### src/rtl/mouse_stream_ctrl.sv
// PS/2 mouse bring-up and stream decoder: enables data reporting with retries,
// then turns 3-byte movement packets into a clamped screen cursor and button state.
module mouse_stream_ctrl #(
  parameter logic [23:0] ACK_TIMEOUT = 24'd5_000_000,
  parameter logic [1:0]  MAX_RETRIES = 2'd3,
  parameter logic [9:0]  X_MAX       = 10'd639,
  parameter logic [8:0]  Y_MAX       = 9'd479,
  parameter logic [23:0] BYTE_GAP    = 24'd1_000_000
) (
  input  logic       CLOCK_50,
  input  logic       reset,
  input  logic [7:0] received_data,
  input  logic       received_data_en,
  input  logic       command_was_sent,
  input  logic       error_communication_timed_out,
  output logic       send_command,
  output logic [7:0] the_command,
  output logic [9:0] x_position,
  output logic [8:0] y_position,
  output logic       leftClick_pressed,
  output logic       rightClick_pressed,
  output logic       packet_valid,
  output logic       mouse_ready,
  output logic       init_failed
);

  typedef enum logic [2:0] {SEND, WAIT_SENT, WAIT_ACK, B0, B1, B2, FAIL} state_t;

  state_t      state_reg, state_next;
  logic [1:0]  retry_reg;
  logic [23:0] cnt_reg;
  logic [1:0]  hdr_ovf_reg;   // {y_ovf, x_ovf}
  logic [1:0]  hdr_sign_reg;  // {y_sign, x_sign}
  logic [1:0]  hdr_btn_reg;   // {right, left}
  logic [7:0]  dx_byte_reg;
  logic [9:0]  x_reg;
  logic [8:0]  y_reg;
  logic        left_reg, right_reg, valid_reg, send_reg;

  logic        send_next, commit;
  logic        retry_ok, ack_expired, gap_expired, is_ack;
  state_t      retry_state;

  assign retry_ok    = (retry_reg < MAX_RETRIES);
  assign retry_state = retry_ok ? SEND : FAIL;
  assign ack_expired = (cnt_reg == ACK_TIMEOUT - 24'd1);
  assign gap_expired = (cnt_reg == BYTE_GAP - 24'd1);
  assign is_ack      = received_data_en && (received_data == 8'hFA);

  // State register with the retry and shared timeout/byte-gap counters.
  always_ff @(posedge CLOCK_50) begin
    if (reset) begin
      state_reg    <= SEND;
      retry_reg    <= 2'd0;
      cnt_reg      <= 24'd0;
      hdr_ovf_reg  <= 2'b00;
      hdr_sign_reg <= 2'b00;
      hdr_btn_reg  <= 2'b00;
      dx_byte_reg  <= 8'd0;
    end else begin
      state_reg <= state_next;
      if (state_reg == SEND)
        retry_reg <= retry_reg + 2'd1;
      if (state_next != state_reg)
        cnt_reg <= 24'd0;
      else if (state_reg == WAIT_ACK || state_reg == B1 || state_reg == B2)
        cnt_reg <= cnt_reg + 24'd1;
      else
        cnt_reg <= 24'd0;
      if (state_reg == B0 && received_data_en && received_data[3]) begin
        hdr_ovf_reg  <= received_data[7:6];
        hdr_sign_reg <= received_data[5:4];
        hdr_btn_reg  <= received_data[1:0];
      end
      if (state_reg == B1 && received_data_en)
        dx_byte_reg <= received_data;
    end
  end

  // A transmit error wins over a simultaneous command_was_sent.
  always_comb begin
    state_next = state_reg;
    case (state_reg)
      SEND:      state_next = WAIT_SENT;
      WAIT_SENT: begin
        if (error_communication_timed_out) state_next = retry_state;
        else if (command_was_sent)         state_next = WAIT_ACK;
      end
      WAIT_ACK: begin
        if (is_ack)           state_next = B0;
        else if (ack_expired) state_next = retry_state;
      end
      B0:        if (received_data_en && received_data[3]) state_next = B1;
      B1: begin
        if (received_data_en) state_next = B2;
        else if (gap_expired) state_next = B0;
      end
      B2: begin
        if (received_data_en) state_next = B0;
        else if (gap_expired) state_next = B0;
      end
      FAIL:      state_next = FAIL;
      default:   state_next = SEND;
    endcase
  end

  always_comb begin
    send_next   = (state_reg == SEND);
    commit      = (state_reg == B2) && received_data_en;
    mouse_ready = (state_reg == B0) || (state_reg == B1) || (state_reg == B2);
    init_failed = (state_reg == FAIL);
  end

  // Movement arithmetic at 12-bit signed width; overflowed axes contribute zero.
  logic signed [11:0] dx_s, dy_s, x_sum, y_sum;
  logic        [9:0]  x_new;
  logic        [8:0]  y_new;

  always_comb begin
    dx_s  = hdr_ovf_reg[0] ? 12'sd0
                           : $signed({{4{hdr_sign_reg[0]}}, dx_byte_reg});
    dy_s  = hdr_ovf_reg[1] ? 12'sd0
                           : $signed({{4{hdr_sign_reg[1]}}, received_data});
    x_sum = $signed({2'b00, x_reg}) + dx_s;
    y_sum = $signed({3'b000, y_reg}) - dy_s;
    if (x_sum < 12'sd0)                        x_new = 10'd0;
    else if (x_sum > $signed({2'b00, X_MAX}))  x_new = X_MAX;
    else                                       x_new = x_sum[9:0];
    if (y_sum < 12'sd0)                        y_new = 9'd0;
    else if (y_sum > $signed({3'b000, Y_MAX})) y_new = Y_MAX;
    else                                       y_new = y_sum[8:0];
  end

  always_ff @(posedge CLOCK_50) begin
    if (reset) begin
      x_reg     <= X_MAX >> 1;
      y_reg     <= Y_MAX >> 1;
      left_reg  <= 1'b0;
      right_reg <= 1'b0;
      valid_reg <= 1'b0;
      send_reg  <= 1'b0;
    end else begin
      send_reg  <= send_next;
      valid_reg <= commit;
      if (commit) begin
        x_reg     <= x_new;
        y_reg     <= y_new;
        left_reg  <= hdr_btn_reg[0];
        right_reg <= hdr_btn_reg[1];
      end
    end
  end

  assign send_command       = send_reg;
  assign the_command        = 8'hF4;
  assign x_position         = x_reg;
  assign y_position         = y_reg;
  assign leftClick_pressed  = left_reg;
  assign rightClick_pressed = right_reg;
  assign packet_valid       = valid_reg;

endmodule

### config.mk
export PLATFORM = sky130hd
export DESIGN_NAME = mouse_stream_ctrl
export DESIGN_NICKNAME = d
export VERILOG_FILES = /design/src/rtl/mouse_stream_ctrl.sv
export SDC_FILE = /design/constraint.sdc
export NUM_CORES = 1
export LEC_CHECK = 0
export BUFFER_PORTS_ARGS = -buffer_cell sky130_fd_sc_hd__buf_2
export CAP_MARGIN = 15
export CORE_AREA = 2 2 101 127
export DETAILED_ROUTE_END_ITERATION = 7
export DIE_AREA = 0 0 103 129
export PLACE_DENSITY_LB_ADDON = 0.15
export SLEW_MARGIN = 20
export SYNTH_ARGS = -nofsm -noshare
export SYNTH_HDL_FRONTEND = slang
export SYNTH_SLANG_ARGS = --single-unit
### constraint.sdc
create_clock -name CLOCK_50 -period 7.6 [get_ports CLOCK_50]
set_input_delay 0.76 -clock CLOCK_50 [delete_from_list [all_inputs] [get_ports CLOCK_50]]
set_output_delay 0.76 -clock CLOCK_50 [all_outputs]
set_load 0.1 [all_outputs]
* Word level (Yosys, flattened, before mapping) *
Cells that the tools add are included.

storage, ports and cells
  bits in registers = 66
  bits of input ports = 13
  output and inout port bits = 33
  logic and storage cells = 61

operators by class
  $add $sub $neg = 4
  magnitude comparators = 5
  equal/unequal tests = 10
  multiplexer cells = 16
  bitwise gates (word level) = 1
  reduce and logical (&&, ||, !) cells = 12

operators with widths
  operator                 number
  $mux W3                  9
  $add A24 B1 Y24 const B  1
  $eq A24 B20 Y1 const B   1
  $eq A24 B23 Y1 const B   1
  $lt A12 B1 Y1 const B    2
  $mux W12                 2
  $pmux W3 S7              1
  $mux W10                 2
  $mux W9                  2
  $add A11 B12 Y12         1
  $gt A12 B10 Y1 const B   1
  $gt A12 B11 Y1 const B   1
  $sub A10 B12 Y12         1
  $eq A3 B3 Y1 const B     3
  $eq A8 B8 Y1 const B     1
  $eq A3 B2 Y1 const B     2
  $logic_and A1 B1 Y1      6
  $logic_or A1 B1 Y1       4
  $eq A3 B1 Y1 const B     1
  $logic_not A3 Y1         1
  $ne A3 B3 Y1             1
  $reduce_or A3 Y1         1
  $add A2 B1 Y2 const B    1
  $lt A2 B2 Y1 const B     1
  $not A1 Y1               1

* Longest topological paths before layout *
Gate-level depths: netlist of the first run.

  word-level depth = 7
  depth in mapped cells = 11
  gate-level depth less buffers = 11

* Least setup slack after synthesis of the first run *
No wires, ideal clock.

  path type = reg2reg
  start = reg x_reg[1] (netlist: x_position[1])
  end = reg x_reg[1] (netlist: x_position[1])
  setup time = 120 ps
  data arrival time = 3,175 ps
  required time = 7,480 ps
  setup slack = 4,305 ps
  stages on the path, launching flop included = 9
  period minus slack after synthesis = 3,295 ps
  cells stage by stage = dfxtp_1 -> ha_1 -> a211oi_2 -> o211ai_2 -> a311o_1 -> a21oi_1 -> mux2i_2 -> o22ai_1 -> a211o_1

between the ends
  longest elaborated chain between the ends = 4
  elaborated cells between the ends (all ways) = 5
  classes of those cells = add/sub (1); order compare (2); mux (2)

RTL lines
  element                   line  RTL
  start: declaration        36    logic [9:0] x_reg;
  start signal: assignment  136   x_reg <= X_MAX >> 1;
  start signal: assignment  146   x_reg <= x_new;
  $add A11 B12 Y12 (*)      124   x_sum = $signed({2'b00, x_reg}) + dx_s;
  $gt A12 B11 Y1            127   else if (x_sum > $signed({2'b00, X_MAX})) x_new = X_MAX;
  $mux W10                  127
  $mux W10 (*)              126   if (x_sum < 12'sd0) x_new = 10'd0;

Mark *: on every way between the ends. The rest lies on a longest branch, timed or not.
A chain may end at the register's enable or synchronous reset.

* Final worst setup path of the first run *
  start = reg hdr_ovf_reg[0]
  end = reg x_reg[1] (netlist: x_position[1])

between the ends
  longest elaborated chain between the ends = 5
  elaborated cells between the ends (all ways) = 6
  classes of those cells = add/sub (1); order compare (2); mux (3)

RTL lines
  element                   line  RTL
  start: declaration        32    logic [1:0] hdr_ovf_reg;
  start signal: assignment  71    hdr_ovf_reg <= received_data[7:6];
  $mux W12 (*)              120   dx_s = hdr_ovf_reg[0] ? 12'sd0
  $add A11 B12 Y12 (*)      124
  $gt A12 B11 Y1            127
  $mux W10                  127
  $mux W10 (*)              126

Marked as above.

==> results of run 1 <==
[critical path: cells and delay by family, from the launching register on]
kind,cells,cell delay (ns)
AO/OA/AOI/OAI,6,1.56
multiplexers,1,0.59
flip-flops,1,0.47
adder cells (fa/ha/maj),1,0.30
AND/OR/NAND/NOR,1,0.20
buffers and inverters,1,0.05
[area by class of cell]
cell class | instances | area share (%)
clock buffer | 10 | 4.84
clock inverter | 6 | 1.43
inverter | 19 | 1.51
multi-input combinational | 388 | 55.5
sequential | 66 | 27.9
tap | 164 | 4.34
timing repair buffer | 40 | 4.39
[layout by cell type (no fill, tap or decap), types with 3 or more instances in the layout]
master	instances
nand2b_1	11
buf_2	37
nand3_1	9
conb_1	8
o21ai_0	12
buf_4	3
a211oi_1	4
and2_1	4
a21oi_1	27
o21a_1	9
nor3_1	9
nor2b_1	13
xor2_1	21
mux2i_1	17
inv_1	19
dfxtp_1	66
mux2_2	3
nand2_1	38
a221oi_1	9
nor4_1	3
and3_1	10
ha_1	24
nor2_1	67
a21o_1	5
nand4_1	3
o21ai_1	6
a31oi_1	3
a21oi_2	3
clkbuf_16	9
o211ai_1	4
o31ai_1	5
xnor2_1	20
[per-stage QoR]
step / hold slack [ns] / total power (W)
finish: 0.462 / 0.00112
global route: 0.480 / 0.00118
floorplan: 0.426 / 0.000659
detailed placement: 0.455 / 0.000709
CTS: 0.463 / 0.00113
global placement: 0.442 / 0.000709
[report_power, final]
group	internal, W	total [W]	switching [W]
clock network	0.000254	0.000419	0.000164
logic	0.0000969	0.000306	0.000209
registers	0.000368	0.000395	0.0000277
total	0.000719	0.00112	0.000401
[worst min-delay path by stage]
stage	from	cells past startpoint	to
2_1_floorplan	cnt_reg[0]	1	cnt_reg[0]
3_3_place_gp	cnt_reg[0]	1	cnt_reg[0]
3_5_place_dp	rightClick_pressed	2	rightClick_pressed
4_1_cts	rightClick_pressed	2	rightClick_pressed
5_1_grt	cnt_reg[0]	1	cnt_reg[0]
6_report	rightClick_pressed	2	rightClick_pressed
[kinds of logic (layout without fill, tap and decap cells)]
logic type               after synthesis  count (layout)  share of synthesized area, %
multiplexers                          22              22                          5.58
flip-flops                            66              66                          31.9
AO/OA/AOI/OAI                        110             110                          18.9
other                                  2               8                         0.181
adder cells (fa/ha/maj)               26              26                          8.21
buffers and inverters                 43              75                          5.37
XOR/XNOR                              41              41                          8.66
AND/OR/NAND/NOR                      181             181                          21.2
[layer usage]
metal | wire [um] | track usage (%) | part of all wire (%)
met2 | 5090 | 28.2 | 52
met3 | 362 | 3.64 | 3.7
met4 | 148 | 5.26 | 1.5
met5 | 0 | 0 | 0
met1 | 4210 | 19.0 | 43
==> flow_metrics.env, run 1 <==
export IMPL_status="completed"
export IMPL_finish_utilization_pct=39.2
export IMPL_rsz0062_at_grt="false"
export IMPL_rr_endpoint="x_position[1]"
export IMPL_num_rows=45
export IMPL_dpl_cell_area_um2=4430
export IMPL_wl_per_cell_um=14.2
export IMPL_detail_route_antenna_nets=0
export IMPL_setup_violations=0
export IMPL_clk_latency_ns=0.34
export IMPL_vias=3479
export IMPL_slowest_stage="mux2i_2"
export IMPL_ir_drop_mv=0.0986
export IMPL_diodes=0
export IMPL_r2r_slack_ns=4.33
export IMPL_synth_seq_cells=66
export IMPL_start_kind="flop"
export IMPL_crit_reg2reg_launch="hdr_ovf_reg[0]"
export IMPL_p_leak_nw=1.80
export IMPL_crit_path_end="x_position[1]"
export IMPL_finalCritPeriodShare_pct=43.0
export IMPL_cts_tree="yes"
export IMPL_antenna_found_initial=0
export IMPL_cap_violations=0
export IMPL_ioPinCount=46
export IMPL_cts_hold_buf=0
export IMPL_synthTopCellsByArea="dfxtp_1 (32%), ha_1 (7.2%), nor2_1 (6.1%), xor2_1 (4.4%), xnor2_1 (4.2%)"
export IMPL_synth_area_um2=4150
export IMPL_r2r_cells=10
export IMPL_netlist_instances=491
export IMPL_first_iter_violations=114
export IMPL_finalNonFillerCells=693
export IMPL_grt_overflow_total=0
export IMPL_ys_types=67
export IMPL_cts_resized=0
export IMPL_clk_path_buf_depth=2
export IMPL_port_buffers=37
export IMPL_dp_hpwl_um=7480
export IMPL_max_stage_delay_ns=0.59
export IMPL_clock_root_buffer="clkbuf_16"
export IMPL_initial_utilization_pct=34.4
export IMPL_cp_max_fo=10
export IMPL_crit_arrival_ns=3.50
export IMPL_p_per_area_nw_per_um2=237
export IMPL_clkSlewWorstSetupHoldPaths_ns=0.06
export IMPL_hold_violations=0
export IMPL_die_h_um=129
export IMPL_cp_cell_sequence="nand2b_1 > inv_1 > ha_1 > a211oi_2 > o211ai_2 > a311o_1 > a21oi_1 > mux2i_2 > o22ai_1 > a211o_1"
export IMPL_yosys_area_top_type="dfxtp_1"
export IMPL_cts_buffers=9
export IMPL_yosys_top_cells_count="nor2_1 (67), dfxtp_1 (66), nand2_1 (38)"
export IMPL_crit_required_ns=7.83
export IMPL_grt_pass1_vias=3423
export IMPL_track_usage_pct=16.0
export IMPL_worst_pin_slew_ns=0.985
export IMPL_avgSynthCellArea_um2=8.45
export IMPL_timing_final_crit_period_ns=3.27
export IMPL_dr_pass1_iters=4
export IMPL_finalSetupTns_ns=0
export IMPL_hold_path_class="reg2reg"
export IMPL_die_w_um=103
export IMPL_critPathKind="reg2reg"
export IMPL_drt_total_wl_um=9810
export IMPL_grt_max_degree=43
export IMPL_yosysSeqAreaShare_pct=31.9
export IMPL_viasPerCell=5.02
export IMPL_largest_register_ffs=24
export IMPL_coreArea_um2=12000
export IMPL_fill_cells=1264
export IMPL_htree_levels=3
export IMPL_fin_nets=563
export IMPL_dieArea_um2=13300
export IMPL_synth_top_cell_area_share_pct=31.9
export IMPL_yosys_warnings=0
export IMPL_post_cts_setup_buffer_count=0
export IMPL_end_kind="flop"
export IMPL_drc=0
export IMPL_skew_ns=0.00705
export IMPL_numPlacedInstances=677
export IMPL_synth_most_common_cell="nor2_1"
export IMPL_fmax_ghz=0.306
export IMPL_gp_congestion=0.830
export IMPL_final_area_um2=4730
export IMPL_max_slew_margin_pct=34.1
export IMPL_setup_slack_ns=4.33
export IMPL_multi_input_area_um2=2630
export IMPL_grt_first_pass_wirelength_um=16600
export IMPL_register_area_um2=1320
export IMPL_dp_slack_ns=4.34
export IMPL_synth_main_ff_cell="dfxtp_1"
export IMPL_synth_edf_count=0
export IMPL_clock_sinks=66
export IMPL_synth_async_reset_ratio_pct=0
export IMPL_crit_start="hdr_ovf_reg[0]"
export IMPL_drive_above_1_share_pct=14.2
export IMPL_syn_to_final_growth_pct=14.0
export IMPL_drv_slew=0
No activity file was read; power rests on OpenSTA's default activity.
==> inputs of run 2 (changes only) <==
clock period = 2.9 ns   (was 7.6 ns; I/O delays follow)
==> flow_metrics.env, run 2 (synthesis gave the netlist of run 1 again) <==
export IMPL_crit_arrival_ns=3.07
export IMPL_layout_common_cells="nor2_1 (67), dfxtp_1 (56), nand2_1 (38), buf_2 (38), a21oi_1 (25)"
export IMPL_worst_pin_slew_ns=0.815
export IMPL_ir_drop_mv=0.314
export IMPL_fin_nets=577
export IMPL_crit_reg2reg_launch="hdr_ovf_reg[0]"
export IMPL_fill_cells=1278
export IMPL_clkSlewWorstSetupHoldPaths_ns=0.06
export IMPL_hold_depth=3
export IMPL_syn_to_final_growth_pct=17.9
export IMPL_htree_levels=3
export IMPL_diodes=0
export IMPL_cts_hold_buf=0
export IMPL_coreArea_um2=12000
export IMPL_dieArea_um2=13300
export IMPL_hold_violations=0
export IMPL_gp_congestion=0.908
export IMPL_grt_overflow_total=0
export IMPL_grt_max_degree=42
export IMPL_skew_ns=0.00603
export IMPL_dp_slack_ns=0.0448
export IMPL_clk_path_buf_depth=2
export IMPL_drv_slew=0
export IMPL_grt_first_pass_wirelength_um=17200
export IMPL_detail_route_antenna_nets=0
export IMPL_wl_per_cell_um=14.9
export IMPL_largest_register_ffs=24
export IMPL_rsz0062_at_grt="true"
export IMPL_track_usage_pct=16.6
export IMPL_fmax_ghz=0.353
export IMPL_rr_endpoint="x_position[7]"
export IMPL_end_kind="flop"
export IMPL_r2r_cells=12
export IMPL_num_rows=45
export IMPL_cts_tree="yes"
export IMPL_ioPinCount=46
export IMPL_min_delay_start="received_data[2]"
export IMPL_initial_utilization_pct=34.4
export IMPL_p_per_area_nw_per_um2=612
export IMPL_hold_end="dx_byte_reg[2]"
export IMPL_crit_start="hdr_ovf_reg[0]"
export IMPL_antenna_found_initial=0
export IMPL_die_w_um=103
export IMPL_clk_latency_ns=0.33
export IMPL_clock_root_buffer="clkbuf_16"
export IMPL_cts_buffers=9
export IMPL_finalNonFillerCells=707
export IMPL_port_buffers=37
export IMPL_start_kind="flop"
export IMPL_grt_pass1_vias=3525
export IMPL_critPathKind="reg2reg"
export IMPL_drt_total_wl_um=10500
export IMPL_hold_path_class="in2reg"
export IMPL_setup_violations=0
export IMPL_max_slew_margin_pct=45.4
export IMPL_drc=0
export IMPL_die_h_um=129
export IMPL_final_common_cell="nor2_1"
export IMPL_vias=3587
export IMPL_cp_max_fo=5
export IMPL_drive_above_1_share_pct=19.5
export IMPL_p_leak_nw=1.89
export IMPL_numPlacedInstances=687
export IMPL_status="completed"
export IMPL_r2r_slack_ns=0.06
export IMPL_viasPerCell=5.07
export IMPL_cap_violations=0
export IMPL_crit_required_ns=3.14
export IMPL_setup_slack_ns=0.0641
export IMPL_dr_pass1_iters=4
export IMPL_first_iter_violations=136
export IMPL_finalCritPeriodShare_pct=97.8
export IMPL_clock_sinks=66
export IMPL_timing_final_crit_period_ns=2.84
export IMPL_dp_hpwl_um=8050
==> run 2: changes by cell type in the layout (fill, tap and decap cells not counted), sizes merged <==
cell / previous run / this run
clkinvlp: 2 / 1
buf: 40 / 54
inv: 19 / 20
==> run 2: area by class of cell <==
type / count / area (um^2) / share of cell area (%)
multi-input combinational: 388 / 2660 / 54.3
sequential: 66 / 1330 / 27.3
tap: 164 / 205 / 4.20
clock buffer: 10 / 239 / 4.89
clock inverter: 6 / 65.1 / 1.33
timing repair buffer: 54 / 318 / 6.50
inverter: 19 / 71.3 / 1.46
==> run 2: through the flow <==
stage / hold WS, ns / total power (W) / TNS, ns / area (um^2) / util (%)
floorplan: 0.426 / 0.00173 / -0.0512 / 4180 / -
global placement: 0.442 / 0.00189 / 0 / 4520 / 37.5
detailed placement: 0.444 / 0.00189 / 0 / 4520 / 37.5
CTS: 0.268 / 0.00301 / 0 / 4820 / 40.0
global route: 0.291 / 0.00315 / -0.0614 / 4890 / 40.6
finish: 0.273 / 0.00299 / 0 / 4890 / 40.6
==> run 2: worst max path at each step <==
| stage | to | slack (ns) | cells past startpoint |
|---|---|---|---|
| after global placement | x_position[7] | 0.02 | 12 |
| after global routing | x_position[6] | -0.02 | 12 |
| after detailed placement | x_position[7] | 0.04 | 12 |
| after CTS | x_position[7] | 0.02 | 12 |
| final | x_position[7] | 0.06 | 12 |
| after floorplan | x_position[1] | -0.05 | 8 |
==> run 2: what timing repair did <==
action | 4_1_cts | 5_1_grt
endpoints found under the setup margin | 0 | 34
setup buffers | 0 | 3
endpoints found under the hold margin | 0 | 0
gates resized for setup | 0 | 11
==> run 2: layer usage <==
layer	wire length, um	global-route usage (%)
met2	5420	30.0
met5	0	0
met3	288	2.99
met4	123	5.19
met1	4690	19.5
==> run 2: where the power goes <==
group	total, W	switching [W]	internal [W]
logic	0.000853	0.000577	0.000276
clock network	0.00111	0.000417	0.000690
registers	0.00103	0.0000678	0.000965
==> run 2: critical path: stages, from the launching register on <==
cell and delay, ns:
dfxtp_2 0.34, buf_6 0.11, nor2b_1 0.04, ha_2 0.18, inv_2 0.06, fa_2 0.22, nor2b_1 0.06, o31a_1 0.27
o41a_1 0.46, a21oi_2 0.21, mux2i_2 0.30, o32ai_2 0.17, o41ai_2 0.31
==> inputs of run 3 (changes only) <==
CTS_BUF_LIST = sky130_fd_sc_hd__clkbuf_4 sky130_fd_sc_hd__clkbuf_8   (was not set)
==> flow_metrics.env, run 3 (synthesis gave the netlist of run 1 again) <==
export IMPL_status="completed"
export IMPL_ir_drop_mv=0.314
export IMPL_cts_tree="yes"
export IMPL_num_rows=45
export IMPL_rr_endpoint="x_position[1]"
export IMPL_seqPwrFrac_pct=38.3
export IMPL_combPwrFrac_pct=31.8
export IMPL_crit_reg2reg_launch="hdr_ovf_reg[0]"
export IMPL_start_kind="flop"
export IMPL_clkSlewWorstSetupHoldPaths_ns=0.08
export IMPL_grt_first_pass_wirelength_um=17200
export IMPL_rsz0062_at_grt="true"
export IMPL_cts_buffers=9
export IMPL_internal_power_w=0.00166
export IMPL_drc=0
export IMPL_dr_pass1_iters=4
export IMPL_r2r_slack_ns=0.03
export IMPL_hold_ws_ns=0.249
export IMPL_cp_cell_sequence="buf_6 > nor2b_1 > ha_1 > nor2b_2 > o31a_1 > o41a_1 > a21oi_2 > mux2i_2 > o32ai_4 > a211o_1"
export IMPL_crit_family="compound AO/OA/AOI/OAI gates"
export IMPL_drv_slew=0
export IMPL_critPathKind="reg2reg"
export IMPL_antenna_found_initial=0
export IMPL_numPlacedInstances=687
export IMPL_gp_congestion=0.908
export IMPL_drt_total_wl_um=10500
export IMPL_fill_cells=1294
export IMPL_die_h_um=129
export IMPL_diodes=0
export IMPL_vias=3595
export IMPL_max_slew_margin_pct=45.5
export IMPL_finalCritPeriodShare_pct=99.1
export IMPL_p_switching_w=0.00103
export IMPL_clk_path_buf_depth=2
export IMPL_initial_utilization_pct=34.4
export IMPL_clock_root_buffer="clkbuf_8"
export IMPL_largest_register_ffs=24
export IMPL_r2r_cells=10
export IMPL_cts_hold_buf=0
export IMPL_htree_levels=3
export IMPL_fmax_ghz=0.348
export IMPL_timing_final_crit_period_ns=2.87
export IMPL_grt_overflow_total=0
export IMPL_finish_utilization_pct=39.9
export IMPL_first_iter_violations=128
export IMPL_drive_above_1_share_pct=20.0
export IMPL_finalNonFillerCells=708
export IMPL_wl_per_cell_um=14.9
export IMPL_layout_common_cells="nor2_1 (67), dfxtp_1 (56), nand2_1 (38), buf_2 (38), a21oi_1 (25)"
export IMPL_worst_pin_slew_ns=0.813
export IMPL_slowest_stage="o41a_1"
export IMPL_swShare_pct=38.3
export IMPL_hold_violations=0
export IMPL_skew_ns=0.0101
export IMPL_p_per_area_nw_per_um2=560
export IMPL_finalSetupTns_ns=0
export IMPL_detail_route_antenna_nets=0
export IMPL_dp_hpwl_um=8050
export IMPL_critPathBufInv=1
export IMPL_ioPinCount=46
export IMPL_die_w_um=103
export IMPL_viasPerCell=5.08
export IMPL_clock_sinks=66
export IMPL_hold_path_class="in2reg"
export IMPL_crit_start="hdr_ovf_reg[0]"
export IMPL_fin_nets=578
export IMPL_crit_required_ns=3.15
export IMPL_p_leak_nw=1.84
export IMPL_coreArea_um2=12000
export IMPL_dieArea_um2=13300
export IMPL_grt_pass1_vias=3522
export IMPL_cap_violations=0
export IMPL_track_usage_pct=16.5
export IMPL_port_buffers=37
export IMPL_cp_max_fo=5
export IMPL_clk_latency_ns=0.35
export IMPL_end_kind="flop"
export IMPL_syn_to_final_growth_pct=15.9
export IMPL_final_common_cell="nor2_1"
export IMPL_grt_max_degree=42
export IMPL_max_stage_delay_ns=0.47
export IMPL_crit_path_end="x_position[1]"
export IMPL_cp_depth=10
export IMPL_crit_arrival_ns=3.12
export IMPL_p_clk_share_pct=29.9
export IMPL_setup_violations=0
## run 3: worst min-delay path by stage
stage / slack, ns / end / cells after the start / startpoint
floorplan: 0.43 / cnt_reg[0] / 1 / cnt_reg[0]
CTS: 0.24 / dx_byte_reg[2] / 3 / received_data[2]
detailed placement: 0.44 / cnt_reg[0] / 1 / cnt_reg[0]
global placement: 0.44 / cnt_reg[0] / 1 / cnt_reg[0]
global route: 0.26 / hdr_ovf_reg[0] / 3 / received_data[6]
finish: 0.25 / dx_byte_reg[2] / 3 / received_data[2]
## run 3: what timing repair did
item / CTS / global route
gates resized for setup: 0 / 13
endpoints found under the setup margin: 0 / 34
buffers inserted: 0 / 4
## run 3: area by class of cell
| cell class | count | area, um^2 | area share [%] |
|---|---|---|---|
| Sequential cell | 66 | 1330 | 27.7 |
| Clock inverter | 6 | 65.1 | 1.35 |
| Inverter | 19 | 71.3 | 1.48 |
| Clock buffer | 10 | 138 | 2.86 |
| Tap cell | 164 | 205 | 4.27 |
| Timing Repair Buffer | 55 | 322 | 6.69 |
| Multi-Input combinational cell | 388 | 2670 | 55.6 |
## run 3: power groups by stage
stage | registers, W | logic [W] | clock network (W)
2_1_floorplan | 0.00116 | 0.000573 | 0
3_3_place_gp | 0.00105 | 0.000842 | 0
3_5_place_dp | 0.00105 | 0.000841 | 0
4_1_cts | 0.00103 | 0.000844 | 0.000833
5_1_grt | 0.00104 | 0.000935 | 0.000863
6_report | 0.00103 | 0.000854 | 0.000806
## run 3: through the flow
step,setup WS (ns),instance area [um^2],total power (W)
final,0.0270,4810,0.00269
after floorplan,-0.0512,4180,0.00173
after global placement,0.0196,4520,0.00189
after detailed placement,0.0448,4520,0.00189
after global routing,-0.0704,4810,0.00284
after CTS,0.0103,4720,0.00271
## run 3: worst register-to-register path: cells and delay by family, from the launching register on
| family | cells | cell delay (ns) |
|---|---|---|
| fa+ha+maj | 1 | 0.28 |
| buf+inv | 1 | 0.12 |
| flops | 1 | 0.33 |
| mux | 1 | 0.34 |
| compound gates | 5 | 1.43 |
| simple gates | 2 | 0.28 |
## run 3: metal layers
metal	vias to the layer above	track usage [%]	routed length (um)	part of all wire (%)
met2	42	29.7	5460	52
met1	1722	19.5	4670	44
li1	1821	-	-	-
met5	-	0	0	0
met4	0	5.57	138	1.3
met3	10	2.77	283	2.7
